<file path="src/rtl/mux_4_to_1_rr_ctrl.sv">
// Round-robin arbiter and sequencer for a shared 4:1 mux with bounded-burst tenures.
// The owner's word is presented combinationally with a valid/ready handshake.
module mux_4_to_1_rr_ctrl #(
  parameter int unsigned DW        = 8,
  parameter int unsigned MAX_BURST = 4
) (
  input  logic            clk,
  input  logic            rst_n,
  input  logic [3:0]      req,
  input  logic [4*DW-1:0] req_data,
  input  logic            out_ready,
  output logic [1:0]      sel,
  output logic [3:0]      gnt,
  output logic            out_valid,
  output logic [DW-1:0]   out_data,
  output logic [3:0]      ack,
  output logic            busy
);

  localparam int unsigned CW = $clog2(MAX_BURST + 1);
  localparam logic [CW-1:0] LastBeat = CW'(MAX_BURST - 1);

  typedef enum logic {StIdle, StBusy} state_e;

  state_e        r_state;
  logic [1:0]    r_sel;
  logic [3:0]    r_gnt;
  logic [1:0]    r_last;
  logic [CW-1:0] r_burst_cnt;

  logic [1:0] w_winner;
  logic [1:0] w_idx;
  logic       w_found;
  logic       w_xfer;

  // Search starts just after the previous owner so every requester gets a turn.
  always_comb begin
    w_winner = 2'd0;
    w_idx    = 2'd0;
    w_found  = 1'b0;
    for (int i = 1; i <= 4; i++) begin
      w_idx = r_last + 2'(i);
      if (!w_found && req[w_idx]) begin
        w_winner = w_idx;
        w_found  = 1'b1;
      end
    end
  end

  always_comb begin
    out_valid = (r_state == StBusy) && req[r_sel];
    out_data  = req_data[32'(r_sel) * DW +: DW];
    w_xfer    = out_valid && out_ready;
    ack       = w_xfer ? (4'b0001 << r_sel) : 4'b0000;
    busy      = (r_state == StBusy);
    sel       = r_sel;
    gnt       = r_gnt;
  end

  always_ff @(posedge clk or negedge rst_n) begin
    if (!rst_n) begin
      r_state     <= StIdle;
      r_sel       <= 2'd0;
      r_gnt       <= 4'b0000;
      r_last      <= 2'd3;
      r_burst_cnt <= '0;
    end else begin
      unique case (r_state)
        StIdle: begin
          if (w_found) begin
            r_sel       <= w_winner;
            r_gnt       <= 4'b0001 << w_winner;
            r_burst_cnt <= '0;
            r_state     <= StBusy;
          end
        end
        StBusy: begin
          if (!req[r_sel]) begin
            r_state     <= StIdle;
            r_last      <= r_sel;
            r_gnt       <= 4'b0000;
            r_burst_cnt <= '0;
          end else if (w_xfer && (r_burst_cnt == LastBeat)) begin
            r_state     <= StIdle;
            r_last      <= r_sel;
            r_gnt       <= 4'b0000;
            r_burst_cnt <= '0;
          end else if (w_xfer) begin
            r_burst_cnt <= r_burst_cnt + CW'(1);
          end
        end
        default: r_state <= StIdle;
      endcase
    end
  end

endmodule

</file>
<file path="config.mk">
export PLATFORM = sky130hd
export DESIGN_NAME = mux_4_to_1_rr_ctrl
export DESIGN_NICKNAME = d
export VERILOG_FILES = /design/src/rtl/mux_4_to_1_rr_ctrl.sv
export SDC_FILE = /design/constraint.sdc
export NUM_CORES = 1
export LEC_CHECK = 0
export BUFFER_PORTS_ARGS = -buffer_cell sky130_fd_sc_hd__buf_4
export CAP_MARGIN = 20
export CORE_MARGIN = 1
export CORE_UTILIZATION = 40
export DETAILED_ROUTE_END_ITERATION = 8
export GPL_ROUTABILITY_DRIVEN = 0
export GPL_TIMING_DRIVEN = 0
export PLACE_DENSITY = 0.78
export SYNTH_ARGS = -nofsm -noshare
export SYNTH_HDL_FRONTEND = slang
export SYNTH_SLANG_ARGS = --single-unit
</file>
<file path="constraint.sdc">
create_clock -name clk -period 2.35 [get_ports clk]
set_clock_uncertainty 0.05 [all_clocks]
set_input_delay 0.3525 -clock clk [delete_from_list [all_inputs] [get_ports clk]]
set_output_delay 0.3525 -clock clk [all_outputs]
set_load 0.05 [all_outputs]
</file>
# --- After elaboration in Yosys (flattened, before gate mapping) ---
# Cells that the tools add are included.
totals:
  ff_bits: 12
  word_cells: 70
  out_inout_bits: 20
  inputBits: 39
classes:
  n_lt_le_gt_ge: 5
  n_shift: 3
  eq_ne: 5
  bitwise_logic: 1
  n_mux: 34
  reduce_logical: 13
  n_addsub: 4
ops:
  columns: ["cell", "count"]
  rows:
  - ["indexed part select 32 x 6 -> 8 bit", 1]
  - ["2-to-1 mux 4 bit", 4]
  - ["less-than comparator 2 x 3 -> 1 bit (second input constant)", 5]
  - ["2-to-1 mux 1 bit", 12]
  - ["2-to-1 mux 2 bit", 6]
  - ["2-to-1 mux 3 bit", 4]
  - ["binary-select mux 1 bit (select 2 bit)", 5]
  - ["one-hot mux 4 bit (2 select lines)", 1]
  - ["AND reduction 2 bit", 4]
  - ["left shift 1 x 2 -> 4 bit (first input constant)", 2]
  - ["logical AND 1 bit", 6]
  - ["one-hot mux 3 bit (2 select lines)", 1]
  - ["adder 2 bit (second input constant)", 2]
  - ["!= test 4 x 3 -> 1 bit (second input constant)", 1]
  - ["adder 3 x 1 -> 3 bit (second input constant)", 1]
  - ["equality test 3 x 2 -> 1 bit (second input constant)", 1]
  - ["logical NOT 1 bit", 3]
  - ["!= test 3 x 2 -> 1 bit (second input constant)", 1]
  - ["adder 2 x 1 -> 2 bit (second input constant)", 1]
  - ["!= test 2 x 1 -> 1 bit (second input constant)", 1]
  - ["!= test 2 bit (second input constant)", 1]
  - ["one-hot mux 1 bit (2 select lines)", 1]
  - ["inverter 1 bit", 1]

# --- Longest topological paths before layout ---
logic_depth:
  word_depth: 16
  ltp_mapped: 5
  depth_no_buf: 5

# --- Worst setup path before layout ---
# No wires, ideal clock.
synth_path:
  kind: "register to output"
  startpoint: "register r_sel[0] (netlist: sel[0])"
  endpoint: "output ack[0]"
  slack_ns: -0.592
  t_required_ns: 1.947
  path_buffers: 1
  path_stages_with_launch: 5
  arrival_time_ns: 2.539
  cell_sequence: "dfrtp_1 > buf_6 > mux4_2 > and3_1 > nor3b_1"
synth_via:
  elab_chain_len: 5
  elab_cells_between_ends: 6
  cone_classes: "1 x shift; 3 x mux; 2 x reduce/logical"
synth_lines:
  columns: ["element", "line_no", "rtl"]
  rows:
  - ["from (decl)", "26", "logic [1:0] r_sel;"]
  - ["from (signal assigned)", "71", "r_sel <= w_winner;"]
  - ["binary-select mux 1 bit (select 2 bit)", "51", "out_valid = (r_state == StBusy) && req[r_sel];"]
  - ["2-to-1 mux 1 bit (implied by the code)", "51", null]
  - ["logical AND 1 bit", "51", null]
  - ["logical AND 1 bit", "53", "w_xfer = out_valid && out_ready;"]
  - ["2-to-1 mux 4 bit *", "54", "ack = w_xfer ? (4'b0001 << r_sel) : 4'b0000;"]
  - ["to (decl)", "16", "output logic [3:0] ack,"]
# Every way passes the cells marked *; elsewhere a longest branch is shown, timed or not. The select of a mux whose other input is x is not followed.

# --- Final worst setup path ---
layout_path:
  startpoint: "register r_sel[0] (netlist: sel[0])"
  endpoint: "output ack[3]"
# Same word-level chain as after synthesis.

==> impl_metrics.py <==
metrics = {
    "layout": {
        "antenna_cells": 0,
        "layout-drive-gt1-share": 0.594,
        "final_area_um2": 1430,
        "syn2layout_area_growth_pct": 66.2,
        "stdcell_count": 170,
        "nNetsFinal": 184,
    },
    "clock_tree": {
        "clk_latency_ns": 0.27,
        "clock_path_buffers": 2,
        "cts_sinks": 12,
        "h-tree-depth": 1,
        "cts_buffers": 3,
        "clk_pin_slew_ns": 0.08,
        "cts_tree": "yes",
        "root_buffer": "clkbuf_4",
    },
    "setup_path": {
        "worstSetupPathType": "reg2out",
        "cp_max_fo": 6,
        "start_kind": "register",
        "critPathRequiredTime_ns": 1.95,
        "cp.arrival_ns": 1.87,
        "rr_endpoint": "gnt[0]$_DFFE_PN0P_",
        "reg2regPathDepth": 6,
        "critPathSlowestCell": "mux4_2",
        "slowest_delay_ns": 0.52,
        "rr_startpoint": "sel[0]$_DFFE_PN0P_",
        "cp-end-kind": "output port",
        "r2r_slack_ns": 0.39,
        "crit_chain": "buf_6 -> mux4_2 -> and3_4 -> and3_1 -> buf_4",
    },
    "power": {
        "pwr-share-comb": 0.726,
        "p_clk_frac": 0.082,
        "peakVddDrop_v": 0.000802,
        "p_total_mw": 2.00,
        "p_sw_mw": 1.02,
        "p_sw_frac": 0.512,
        "intPower_uw": 974,
        "pwr-share-seq": 0.192,
        "power_density_nw_per_um2": 1400,
        "leakage_nw": 0.703,
    },
    "floorplanning": {
        "die_x_um": 48.4,
        "rows": 16,
        "start_util": 0.434,
        "die_y_um": 48.4,
        "ioPinCount": 59,
        "die_area_um2": 2340,
        "core_area_um2": 1980,
    },
    "place": {
        "place_area_um2": 1340,
        "place_inst": 160,
        "place_hpwl_um": 1870,
        "portBuffers": 58,
    },
    "timing": {
        "slew_violations": 0,
        "min_period_ns": 2.27,
        "finalCritPeriodShare": 0.966,
        "tightest_slew_ns": 0.570,
        "timing.fmax_ghz": 0.440,
        "hold_viol_final": 0,
        "setup_viol": 0,
        "relSlewSlack": 0.617,
        "grt_setup_unrepaired": "no",
    },
    "synth": {
        "synth_common_cells": "10 x dfrtp_1, 9 x nor2_1, 5 x mux4_2",
        "synth_area_leaders": "dfrtp_1 29%, mux4_2 13%, mux4_1 12%",
        "yosysWarnings": 0,
        "syn_nets": 115,
        "synthCells": 75,
        "synth_most_common_cell": "dfrtp_1",
        "ys_ff_latch": 12,
        "yosys_most_used_dff": "dfrtp_1",
        "seq_area_frac_synth": 0.352,
        "yosys.area.top_type": "dfrtp_1",
        "ys_async_sr_fraction": 1.00,
        "synth_edf_count": 0,
        "syn_area_um2": 860,
        "synth_cell_type_count": 29,
        "synth_top_area_frac": 0.291,
        "avgSynthCellArea_um2": 11.5,
    },
    "drt": {
        "vias": 907,
        "routedWlPerCell_um": 14.1,
        "wirelength_um": 2400,
        "firstDrtPassIters": 4,
        "dr.first_iter.drc_count": 15,
        "vias_per_cell": 5.34,
        "route.detailed.drc": 0,
        "ant_nets": 0,
    },
    "global_route": {
        "track_usage": 0.225,
        "grt_pass1_vias": 915,
        "grt_pass1_wl_um": 4130,
        "antenna_found_initial": 0,
        "grt_overflow": 0,
        "grt_max_degree": 13,
    },
    "job": {
        "cap_violations": 0,
    },
    "outcome": {
        "outcome": "completed",
    },
    "worst_hold_path": {
        "min_to": "r_burst_cnt[2]$_DFFE_PN0P_",
        "holdCritPathClass": "in2reg",
        "whs_path_depth": 4,
        "hp-start": "out_ready",
    },
}
-- timing repair --
action	in CTS	in global routing
cloned	0	0
setup endpoints to repair	8	2
hold buffers	1	0
gates resized for setup	3	0
buffers inserted	2	3
endpoints found under the hold margin	10	0
pin swaps	0	1
-- final cells by class --
type / instances / area [µm²]
multi-input combinational: 56 / 538
clock buffer: 4 / 36.3
inverter: 4 / 15.0
timing repair buffer: 64 / 483
fill: 148 / 553
buffer: 3 / 20.0
sequential: 12 / 303
tap: 27 / 33.8
-- worst max-delay path by stage --
stage | cells after the start | slack (ns) | start | end
2_1_floorplan | 4 | -0.09 | sel[0]$_DFFE_PN0P_ | ack[0]
3_3_place_gp | 4 | 0.23 | sel[0]$_DFFE_PN0P_ | out_data[0]
3_5_place_dp | 4 | 0.20 | sel[0]$_DFFE_PN0P_ | out_data[0]
4_1_cts | 5 | 0.05 | sel[0]$_DFFE_PN0P_ | ack[3]
5_1_grt | 5 | 0.01 | sel[0]$_DFFE_PN0P_ | ack[3]
6_report | 5 | 0.08 | sel[0]$_DFFE_PN0P_ | ack[3]
-- placed cells by master, fill, tap and decap left out, types with 2 or more instances in the layout --
master     instances
buf_4             63
dfrtp_1           10
nor2_1             7
mux4_2             5
nand2_1            4
mux4_1             4
inv_1              4
o21ai_0            4
a21oi_1            4
a22o_1             4
clkbuf_4           3
nor2_2             2
nor4_1             2
mux2_2             2
nand2b_1           2
o2bb2ai_1          2
dfstp_2            2
-- per-stage QoR --
stage	setup WS, ns	hold WS (ns)	setup TNS (ns)	util
after floorplan	-0.0936	0.00691	-0.0936	-
after global placement	0.226	0.147	0	0.676
after detailed placement	0.203	0.152	0	0.676
after CTS	0.0452	0.389	0	0.710
after global routing	0.0107	0.419	0	0.721
final	0.0792	0.392	0	0.721
-- registers in the layout, indices dropped and copies added (netlist names) --
| name | cells |
|---|---|
| busy | 1 |
| r_last | 2 |
| gnt | 4 |
| sel | 2 |
| r_burst_cnt | 3 |
-- power groups by stage --
stage	Combinational, mW	Clock, mW	Sequential, mW
after CTS	1.42	0.166	0.384
after floorplan	0.848	0	0.545
after detailed placement	1.38	0	0.389
after global placement	1.36	0	0.382
final	1.45	0.164	0.384
after global routing	1.52	0.174	0.398
-- worst max-delay path, delay by kind of cell (launching register included) --
kind	cells	cell delay [ns]
buf+inv	2	0.30
flops	1	0.37
mux	1	0.52
simple gates	2	0.39
-- cell families after synthesis --
group,synth area share
muxes,0.291
buffers and inverters,0.0393
and+or+nand+nor,0.135
DFF,0.352
adders and majority gates,0.0146
AOI/OAI and AO/OA,0.167
-- routing by layer --
layer | global-route usage | wire [µm] | vias to the layer above
li1 | - | - | 425
met1 | 0.273 | 969 | 435
met2 | 0.406 | 1220 | 45
met3 | 0.0472 | 202 | 2
met4 | 0.0588 | 8 | 0
met5 | 0 | 0 | -
(Power assumes the default switching activity.)
